==> config.mk <==
export PLATFORM = sky130hd
export DESIGN_NAME = roulette_bet_engine
export DESIGN_NICKNAME = d
export VERILOG_FILES = /design/src/rtl/roulette_bet_engine.sv
export SDC_FILE = /design/constraint.sdc
export NUM_CORES = 1
export LEC_CHECK = 0
export CAP_MARGIN = 15
export CORE_AREA = 2 2 58 74
export CTS_CLUSTER_DIAMETER = 80
export DETAILED_ROUTE_END_ITERATION = 12
export DIE_AREA = 0 0 60 76
export DONT_BUFFER_PORTS = 1
export PLACE_DENSITY = 0.74
export SLEW_MARGIN = 40
export SYNTH_ARGS = -nofsm -noshare
export SYNTH_HDL_FRONTEND = slang
export SYNTH_SLANG_ARGS = --single-unit
==> constraint.sdc <==
create_clock -name clk -period 6.59 [get_ports clk]
set_clock_uncertainty 0.05 [all_clocks]
set_input_delay 0.9885 -clock clk [delete_from_list [all_inputs] [get_ports clk]]
set_output_delay 0.9885 -clock clk [all_outputs]
set_load 0.005 [all_outputs]
==> src/rtl/roulette_bet_engine.sv <==
// roulette_bet_engine
//   Roulette betting engine with three bet modes (parity, half, exact).
//   It takes a wheel number from the shared LFSR and a player guess, and
//   keeps the player balance. The game ends in WON or LOST.
//
//   Spin pipeline:
//     edge E0 : the spin rising edge is seen in PLAY; mode/guess/randnum are
//               latched into the operand registers and vld_p1 is raised.
//     edge E1 : the latched bet is checked and resolved; balance, last_win
//               and the result_valid/bad_bet pulses are registered.
//
// Ports
//   clk          system clock
//   reset_n      synchronous active-low reset (highest priority)
//   restart      synchronous game restart, active-high level
//   spin         spin request, acted on at its rising edge
//   mode         00 parity, 01 half, 10 exact, 11 illegal
//   guess        parity: bit0=1 even; half: bit0=1 high; exact: number
//   randnum      wheel number, sampled at the spin edge
//   balance      current player balance
//   state        00 IDLE, 01 PLAY, 10 LOST, 11 WON
//   result_valid one-cycle pulse when a legal spin is resolved
//   last_win     outcome of the most recent resolved spin
//   bad_bet      one-cycle pulse when a spin is rejected
//   won / lost   decodes of the registered state
module roulette_bet_engine #(
  parameter int BAL_W      = 8,
  parameter int NUM_W      = 6,
  parameter int NUM_MAX    = 36,
  parameter int START_BAL  = 10,
  parameter int WIN_BAL    = 20,
  parameter int STAKE      = 1,
  parameter int PAY_PARITY = 2,
  parameter int PAY_HALF   = 2,
  parameter int PAY_EXACT  = 35
) (
  input  logic             clk,
  input  logic             reset_n,
  input  logic             restart,
  input  logic             spin,
  input  logic [1:0]       mode,
  input  logic [NUM_W-1:0] guess,
  input  logic [NUM_W-1:0] randnum,
  output logic [BAL_W-1:0] balance,
  output logic [1:0]       state,
  output logic             result_valid,
  output logic             last_win,
  output logic             bad_bet,
  output logic             won,
  output logic             lost
);

  typedef enum logic [1:0] {
    IDLE = 2'b00,
    PLAY = 2'b01,
    LOST = 2'b10,
    WON  = 2'b11
  } state_t;

  localparam int             BAL_MAX_I = (1 << BAL_W) - 1;
  localparam logic [BAL_W:0] BAL_MAX   = (BAL_W+1)'(BAL_MAX_I);

  // Amounts wider than the balance register are clamped first so that the
  // BAL_W+1 bit arithmetic never sees a truncated constant.
  function automatic logic [BAL_W:0] clamp_amt(input int v);
    if (v > BAL_MAX_I) return BAL_MAX;
    return (BAL_W+1)'(v);
  endfunction

  function automatic logic [BAL_W-1:0] sat_add(input logic [BAL_W-1:0] b,
                                               input logic [BAL_W:0]   amt);
    logic [BAL_W:0] s;
    s = {1'b0, b} + amt;
    if (s > BAL_MAX) return BAL_MAX[BAL_W-1:0];
    return s[BAL_W-1:0];
  endfunction

  function automatic logic [BAL_W-1:0] floor_sub(input logic [BAL_W-1:0] b,
                                                 input logic [BAL_W:0]   amt);
    logic [BAL_W:0] s;
    if ({1'b0, b} <= amt) return '0;
    s = {1'b0, b} - amt;
    return s[BAL_W-1:0];
  endfunction

  localparam logic [BAL_W:0]   PAY_PARITY_C = clamp_amt(PAY_PARITY);
  localparam logic [BAL_W:0]   PAY_HALF_C   = clamp_amt(PAY_HALF);
  localparam logic [BAL_W:0]   PAY_EXACT_C  = clamp_amt(PAY_EXACT);
  localparam logic [BAL_W:0]   STAKE_C      = clamp_amt(STAKE);
  localparam logic [BAL_W-1:0] START_BAL_C  = BAL_W'(START_BAL);

  state_t           state_q, state_d;
  logic [BAL_W-1:0] balance_q, balance_d;
  logic             result_valid_q, result_valid_d;
  logic             last_win_q, last_win_d;
  logic             bad_bet_q, bad_bet_d;
  logic             spin_q, spin_d;
  logic             vld_p1_q, vld_p1_d;
  logic [1:0]       mode_p1_q, mode_p1_d;
  logic [NUM_W-1:0] guess_p1_q, guess_p1_d;
  logic [NUM_W-1:0] rand_p1_q, rand_p1_d;

  logic             spin_edge;
  logic             illegal_p1;
  logic             win_p1;
  logic             rand_high_p1;
  logic [BAL_W:0]   pay_p1;
  logic [BAL_W-1:0] bal_upd_p1;

  assign spin_edge = spin & ~spin_q;

  // ---- stage p1: evaluate the latched bet ----
  always_comb begin
    illegal_p1   = (mode_p1_q == 2'b11) ||
                   (int'(rand_p1_q) > NUM_MAX) ||
                   ((mode_p1_q == 2'b10) && (int'(guess_p1_q) > NUM_MAX));
    rand_high_p1 = int'(rand_p1_q) > (NUM_MAX / 2);
    win_p1       = 1'b0;
    pay_p1       = PAY_PARITY_C;
    case (mode_p1_q)
      2'b00: begin
        // guess bit0 = 1 means even, so a win needs randnum bit0 = 0
        win_p1 = (rand_p1_q != '0) && (rand_p1_q[0] == ~guess_p1_q[0]);
        pay_p1 = PAY_PARITY_C;
      end
      2'b01: begin
        win_p1 = (rand_p1_q != '0) && (rand_high_p1 == guess_p1_q[0]);
        pay_p1 = PAY_HALF_C;
      end
      2'b10: begin
        win_p1 = (rand_p1_q == guess_p1_q);
        pay_p1 = PAY_EXACT_C;
      end
      default: begin
        win_p1 = 1'b0;
        pay_p1 = PAY_PARITY_C;
      end
    endcase
    bal_upd_p1 = win_p1 ? sat_add(balance_q, pay_p1)
                        : floor_sub(balance_q, STAKE_C);
  end

  always_comb begin
    state_d        = state_q;
    balance_d      = balance_q;
    result_valid_d = 1'b0;
    bad_bet_d      = 1'b0;
    last_win_d     = last_win_q;
    spin_d         = spin;
    vld_p1_d       = 1'b0;
    mode_p1_d      = mode_p1_q;
    guess_p1_d     = guess_p1_q;
    rand_p1_d      = rand_p1_q;

    case (state_q)
      IDLE: begin
        balance_d = START_BAL_C;
        // The entering edge only starts the game; no bet is taken from it.
        if (spin_edge) state_d = PLAY;
      end
      PLAY: begin
        if (vld_p1_q) begin
          if (illegal_p1) begin
            bad_bet_d = 1'b1;
          end else begin
            result_valid_d = 1'b1;
            last_win_d     = win_p1;
            balance_d      = bal_upd_p1;
            if (int'(bal_upd_p1) >= WIN_BAL) state_d = WON;
            else if (bal_upd_p1 == '0)       state_d = LOST;
          end
        end
        // A new spin is accepted alongside a resolution unless that
        // resolution has just ended the game.
        if (spin_edge && (state_d == PLAY)) begin
          vld_p1_d   = 1'b1;
          mode_p1_d  = mode;
          guess_p1_d = guess;
          rand_p1_d  = randnum;
        end
      end
      default: begin
        // WON / LOST: everything frozen until restart or reset
      end
    endcase

    if (restart) begin
      state_d        = IDLE;
      balance_d      = START_BAL_C;
      result_valid_d = 1'b0;
      bad_bet_d      = 1'b0;
      last_win_d     = last_win_q;
      vld_p1_d       = 1'b0;
    end
  end

  always_ff @(posedge clk) begin
    if (!reset_n) begin
      state_q        <= IDLE;
      balance_q      <= START_BAL_C;
      result_valid_q <= 1'b0;
      last_win_q     <= 1'b0;
      bad_bet_q      <= 1'b0;
      spin_q         <= 1'b0;
      vld_p1_q       <= 1'b0;
    end else begin
      state_q        <= state_d;
      balance_q      <= balance_d;
      result_valid_q <= result_valid_d;
      last_win_q     <= last_win_d;
      bad_bet_q      <= bad_bet_d;
      spin_q         <= spin_d;
      vld_p1_q       <= vld_p1_d;
    end
  end

  // Operand registers carry data only and are qualified by vld_p1_q.
  always_ff @(posedge clk) begin
    mode_p1_q  <= mode_p1_d;
    guess_p1_q <= guess_p1_d;
    rand_p1_q  <= rand_p1_d;
  end

  assign balance      = balance_q;
  assign state        = state_q;
  assign result_valid = result_valid_q;
  assign last_win     = last_win_q;
  assign bad_bet      = bad_bet_q;
  assign won          = (state_q == WON);
  assign lost         = (state_q == LOST);

endmodule

==> impl_results.html <==
<table>
<tr><th>Metric</th><th>Value</th></tr>
<tr><th colspan="2">Timing</th></tr>
<tr><td>Final setup vio count</td><td>0</td></tr>
<tr><td>Max frequency</td><td>296 MHz</td></tr>
<tr><td>Max transition margin</td><td>0.562</td></tr>
<tr><td>Post-route setup TNS</td><td>0 ps</td></tr>
<tr><td>Setup repair after global routing missed its margin</td><td>false</td></tr>
<tr><td>Minimum clock period</td><td>3380 ps</td></tr>
<tr><td>Total count of hold-check failures in the final report</td><td>0</td></tr>
<tr><td>Final Slew Violations</td><td>0</td></tr>
<tr><td>Period utilisation layout</td><td>0.513</td></tr>
<tr><td>Slew at the pin with the worst max-slew slack</td><td>655 ps</td></tr>
<tr><th colspan="2">Final layout</th></tr>
<tr><td>Area growth, synth to finish</td><td>7.44%</td></tr>
<tr><td>Post-layout nets</td><td>233</td></tr>
<tr><td>Share of final-layout standard cells stronger than drive strength 1</td><td>0.0657</td></tr>
<tr><td>Non-Filler Instances</td><td>269</td></tr>
<tr><td>Leading cell types in the layout, fill and taps excluded</td><td>sky130_fd_sc_hd__nand2_1 (25), sky130_fd_sc_hd__nor2_1 (19), sky130_fd_sc_hd__dfxtp_1 (15)</td></tr>
<tr><td>Final core area utilization</td><td>0.514</td></tr>
<tr><td>Final design area excluding fillers</td><td>2020 sq um</td></tr>
<tr><td>Antenna diodes</td><td>0</td></tr>
<tr><td>Most frequent standard cell in the layout excluding fill and tap cells</td><td>sky130_fd_sc_hd__nand2_1</td></tr>
<tr><th colspan="2">Critical path</th></tr>
<tr><td>Endpoint type of the worst setup path</td><td>register</td></tr>
<tr><td>Crit path launch type</td><td>register</td></tr>
<tr><td>Delay contributed by the slowest stage of the critical path</td><td>500 ps</td></tr>
<tr><td>First element of the critical path</td><td>mode_p1_q[0]$_DFFE_PP_</td></tr>
<tr><td>Arrival @ worst endpoint</td><td>3310 ps</td></tr>
<tr><td>Maximum fanout along the worst path</td><td>14</td></tr>
<tr><td>Required time of the worst setup path</td><td>6520 ps</td></tr>
<tr><td>Number of buffer and inverter instances along the worst setup path</td><td>1</td></tr>
<tr><td>Endpoint of the lowest-slack register-to-register path</td><td>guess_p1_q[3]$_DFFE_PP_</td></tr>
<tr><td>R2R depth</td><td>8</td></tr>
<tr><td>Master of the slowest instance on the critical path</td><td>sky130_fd_sc_hd__nor2b_1</td></tr>
<tr><td>FF-to-FF setup slack</td><td>3210 ps</td></tr>
<tr><td>Number of cells on the critical path</td><td>8</td></tr>
<tr><td>CP Capture Point</td><td>guess_p1_q[3]$_DFFE_PP_</td></tr>
<tr><td>Top Family by Delay on Critical Path</td><td>simple AND/OR/NAND/NOR gates</td></tr>
<tr><td>Reg-to-Reg Start</td><td>mode_p1_q[0]$_DFFE_PP_</td></tr>
<tr><td>Critical path, cell by cell</td><td>nor2b_1, nand4_1, nor4_1, or2_1, mux2i_1, mux2_2, o22ai_1, buf_4</td></tr>
<tr><td>Critical path type</td><td>reg2reg</td></tr>
<tr><th colspan="2">GRT</th></tr>
<tr><td>First-pass GRT wire length</td><td>6.53 mm</td></tr>
<tr><td>GRT overflow</td><td>0</td></tr>
<tr><td>Number of antenna violations at the first check in global routing</td><td>0</td></tr>
<tr><td>Gr usage total</td><td>0.187</td></tr>
<tr><td>Via count of the first global-routing pass</td><td>1,416</td></tr>
<tr><td>Pin count of the biggest net entering global routing</td><td>18</td></tr>
<tr><th colspan="2">Synth</th></tr>
<tr><td>Total nets after synthesis</td><td>236</td></tr>
<tr><td>Yosys warning total</td><td>0</td></tr>
<tr><td>Gate count after technology mapping</td><td>215</td></tr>
<tr><td>Number of synthesized flops with an enable pin</td><td>14</td></tr>
<tr><td>Synth Area per Inst</td><td>8.76 sq um</td></tr>
<tr><td>Most common flop cell mapped by yosys</td><td>sky130_fd_sc_hd__dfxtp_1</td></tr>
<tr><td>Total standard cell area after synthesis</td><td>1880 sq um</td></tr>
<tr><td>Async set or reset register ratio after synthesis</td><td>0</td></tr>
<tr><td>Count of unique library cells instantiated by Yosys</td><td>52</td></tr>
<tr><td>Number of register bits inferred by synthesis</td><td>29</td></tr>
<tr><td>Portion of the post-synthesis area used by sequential elements</td><td>0.383</td></tr>
<tr><th colspan="2">Placement</th></tr>
<tr><td>Final HPWL DP</td><td>2.91 mm</td></tr>
<tr><td>Post-detailed-placement cell area</td><td>1910 sq um</td></tr>
<tr><td>Placer's final routability congestion estimate</td><td>0.895</td></tr>
<tr><td>Number of buffers inserted by port buffering</td><td>0</td></tr>
<tr><td>Placed Instances</td><td>261</td></tr>
<tr><th colspan="2">Clocking</th></tr>
<tr><td>Total of hold buffers inserted after clock tree synthesis</td><td>0</td></tr>
<tr><td>Latest clock arrival within the worst-skew pair</td><td>290 ps</td></tr>
<tr><td>Total CTS buffers</td><td>5</td></tr>
<tr><td>Root Buffer</td><td>sky130_fd_sc_hd__clkbuf_8</td></tr>
<tr><td>Clock Tree Buf Depth</td><td>2</td></tr>
<tr><td>Post-CTS setup buffers</td><td>0</td></tr>
<tr><td>Number of sinks on the clock net</td><td>29</td></tr>
<tr><td>Clock slew seen by the registers of the worst setup and hold paths</td><td>70 ps</td></tr>
<tr><td>TritonCTS clock tree</td><td>yes</td></tr>
<tr><td>CTS HTree Levels</td><td>2</td></tr>
<tr><td>Post-cts sizing count</td><td>0</td></tr>
<tr><th colspan="2">Min path</th></tr>
<tr><td>Class of the tightest hold or removal check</td><td>reg2reg</td></tr>
<tr><th colspan="2">Flow run</th></tr>
<tr><td>MaxCap Viol Count</td><td>0</td></tr>
<tr><th colspan="2">Die</th></tr>
<tr><td>Row count</td><td>26</td></tr>
<tr><td>Die width</td><td>60 um</td></tr>
<tr><td>Num ports</td><td>33</td></tr>
<tr><td>Area enclosed by the die boundary</td><td>4560 sq um</td></tr>
<tr><td>Floorplan Core Area</td><td>3940 sq um</td></tr>
<tr><td>Initial standard-cell utilization of the core</td><td>0.478</td></tr>
<tr><td>Die height</td><td>76 um</td></tr>
<tr><th colspan="2">Status</th></tr>
<tr><td>Result of the run</td><td>finished, final reports clean</td></tr>
<tr><th colspan="2">Power</th></tr>
<tr><td>Power per cell area</td><td>197 nW/um^2</td></tr>
<tr><td>Peak supply drop</td><td>0.120 mV</td></tr>
<tr><td>Static leakage power</td><td>0.752 nW</td></tr>
<tr><th colspan="2">Detailed routing</th></tr>
<tr><td>Routed len/inst</td><td>14.9 um</td></tr>
<tr><td>Total length of routed wires</td><td>4.01 mm</td></tr>
<tr><td>Via density per instance</td><td>5.77</td></tr>
<tr><td>Post-route antenna net violation count</td><td>0</td></tr>
<tr><td>DR DRC count</td><td>0</td></tr>
<tr><td>Initial detailed-routing violation count</td><td>118</td></tr>
<tr><td>Count of TritonRoute iterations in the first routing pass</td><td>4</td></tr>
<tr><td>Detailed-route via count</td><td>1,552</td></tr>
</table>
through the flow:
stage               total power, mW  hold WS [ps]  setup slack [ps]
floorplan                     0.213           381              3160
global placement              0.215           396              3370
detailed placement            0.215           399              3250
CTS                           0.402           413              3230
global route                  0.412           441              2900
finish                        0.399           414              3210
final cells by class:
| type | instances | area, sq um |
|---|---|---|
| fill | 366 | 1910 |
| multi-input combinational | 170 | 1090 |
| sequential | 29 | 721 |
| tap | 56 | 70.1 |
| clock buffer | 5 | 68.8 |
| clock inverter | 3 | 46.3 |
| inverter | 5 | 18.8 |
| timing repair buffer | 1 | 7.51 |
state kept, by name, indices dropped and copies added (netlist names), 2 cells and up:
name,count
rand_p1_q,6
mode_p1_q,2
state,2
guess_p1_q,6
balance,8
routing by layer:
layer	part of all wire	vias up	wire (um)	track usage
li1	-	781	-	-
met1	0.45	703	1780	0.235
met2	0.48	57	1900	0.297
met3	0.059	11	236	0.0475
met4	0.020	0	82	0.0800
met5	0	-	0	0
cell usage after synthesis (2+ instances only):
cell type,number,area share
sky130_fd_sc_hd__a211o_1,3,0.014
sky130_fd_sc_hd__a211oi_1,4,0.016
sky130_fd_sc_hd__a21o_1,2,0.0080
sky130_fd_sc_hd__a21oi_1,7,0.019
sky130_fd_sc_hd__a22o_1,3,0.014
sky130_fd_sc_hd__a31oi_1,4,0.013
sky130_fd_sc_hd__and2_1,5,0.017
sky130_fd_sc_hd__and3_1,2,0.0066
sky130_fd_sc_hd__buf_2,3,0.0080
sky130_fd_sc_hd__clkbuf_1,7,0.014
sky130_fd_sc_hd__dfxtp_1,15,0.16
sky130_fd_sc_hd__edfxtp_1,14,0.22
sky130_fd_sc_hd__ha_1,3,0.020
sky130_fd_sc_hd__inv_1,5,0.010
sky130_fd_sc_hd__maj3_1,4,0.021
sky130_fd_sc_hd__mux2i_1,4,0.021
sky130_fd_sc_hd__nand2_1,25,0.050
sky130_fd_sc_hd__nand2b_1,5,0.017
sky130_fd_sc_hd__nand3_1,5,0.013
sky130_fd_sc_hd__nand4_1,2,0.0066
sky130_fd_sc_hd__nor2_1,19,0.038
sky130_fd_sc_hd__nor2b_1,6,0.020
sky130_fd_sc_hd__nor3_1,7,0.019
sky130_fd_sc_hd__nor4_1,2,0.0066
sky130_fd_sc_hd__o21ai_0,12,0.032
sky130_fd_sc_hd__o22ai_1,2,0.0066
sky130_fd_sc_hd__o2bb2ai_1,2,0.0093
sky130_fd_sc_hd__o31ai_1,2,0.0080
sky130_fd_sc_hd__o32ai_1,2,0.0093
sky130_fd_sc_hd__or3_1,5,0.017
sky130_fd_sc_hd__xnor2_1,9,0.042
sky130_fd_sc_hd__xor2_1,5,0.023
tightest hold or removal path: stages (launching register included):
cell,delay [ps]
sky130_fd_sc_hd__dfxtp_1,320
sky130_fd_sc_hd__nand2_1,60
sky130_fd_sc_hd__a211oi_1,50
cell families (layout without fill, tap and decap cells):
logic type                 Yosys count  count (layout)  share of synthesized area
and+or+nand+nor                     91              91                      0.246
adders and majority gates            7               7                     0.0412
muxes                                6               6                     0.0352
xor gates and xnor gates            14              14                     0.0651
AOI/OAI and AO/OA                   52              52                      0.192
buffers and inverters               16              14                     0.0379
DFF                                 29              29                      0.383
worst min-delay path by stage:
stage | from | end | depth (start not counted)
3_5_place_dp | vld_p1_q$_SDFF_PP0_ | bad_bet$_SDFF_PP0_ | 2
2_1_floorplan | vld_p1_q$_SDFF_PP0_ | bad_bet$_SDFF_PP0_ | 2
6_report | vld_p1_q$_SDFF_PP0_ | bad_bet$_SDFF_PP0_ | 2
5_1_grt | vld_p1_q$_SDFF_PP0_ | bad_bet$_SDFF_PP0_ | 2
3_3_place_gp | vld_p1_q$_SDFF_PP0_ | bad_bet$_SDFF_PP0_ | 2
4_1_cts | vld_p1_q$_SDFF_PP0_ | bad_bet$_SDFF_PP0_ | 2
report_power, final:
group	total (mW)	switching [mW]	internal [mW]	leakage (nW)
clock	0.187	0.0742	0.113	0.0543
combinational	0.0157	0.00929	0.00637	0.449
sequential	0.196	0.00314	0.193	0.249
total	0.399	0.0866	0.312	0.752
No activity file was read; power rests on OpenSTA's default activity.
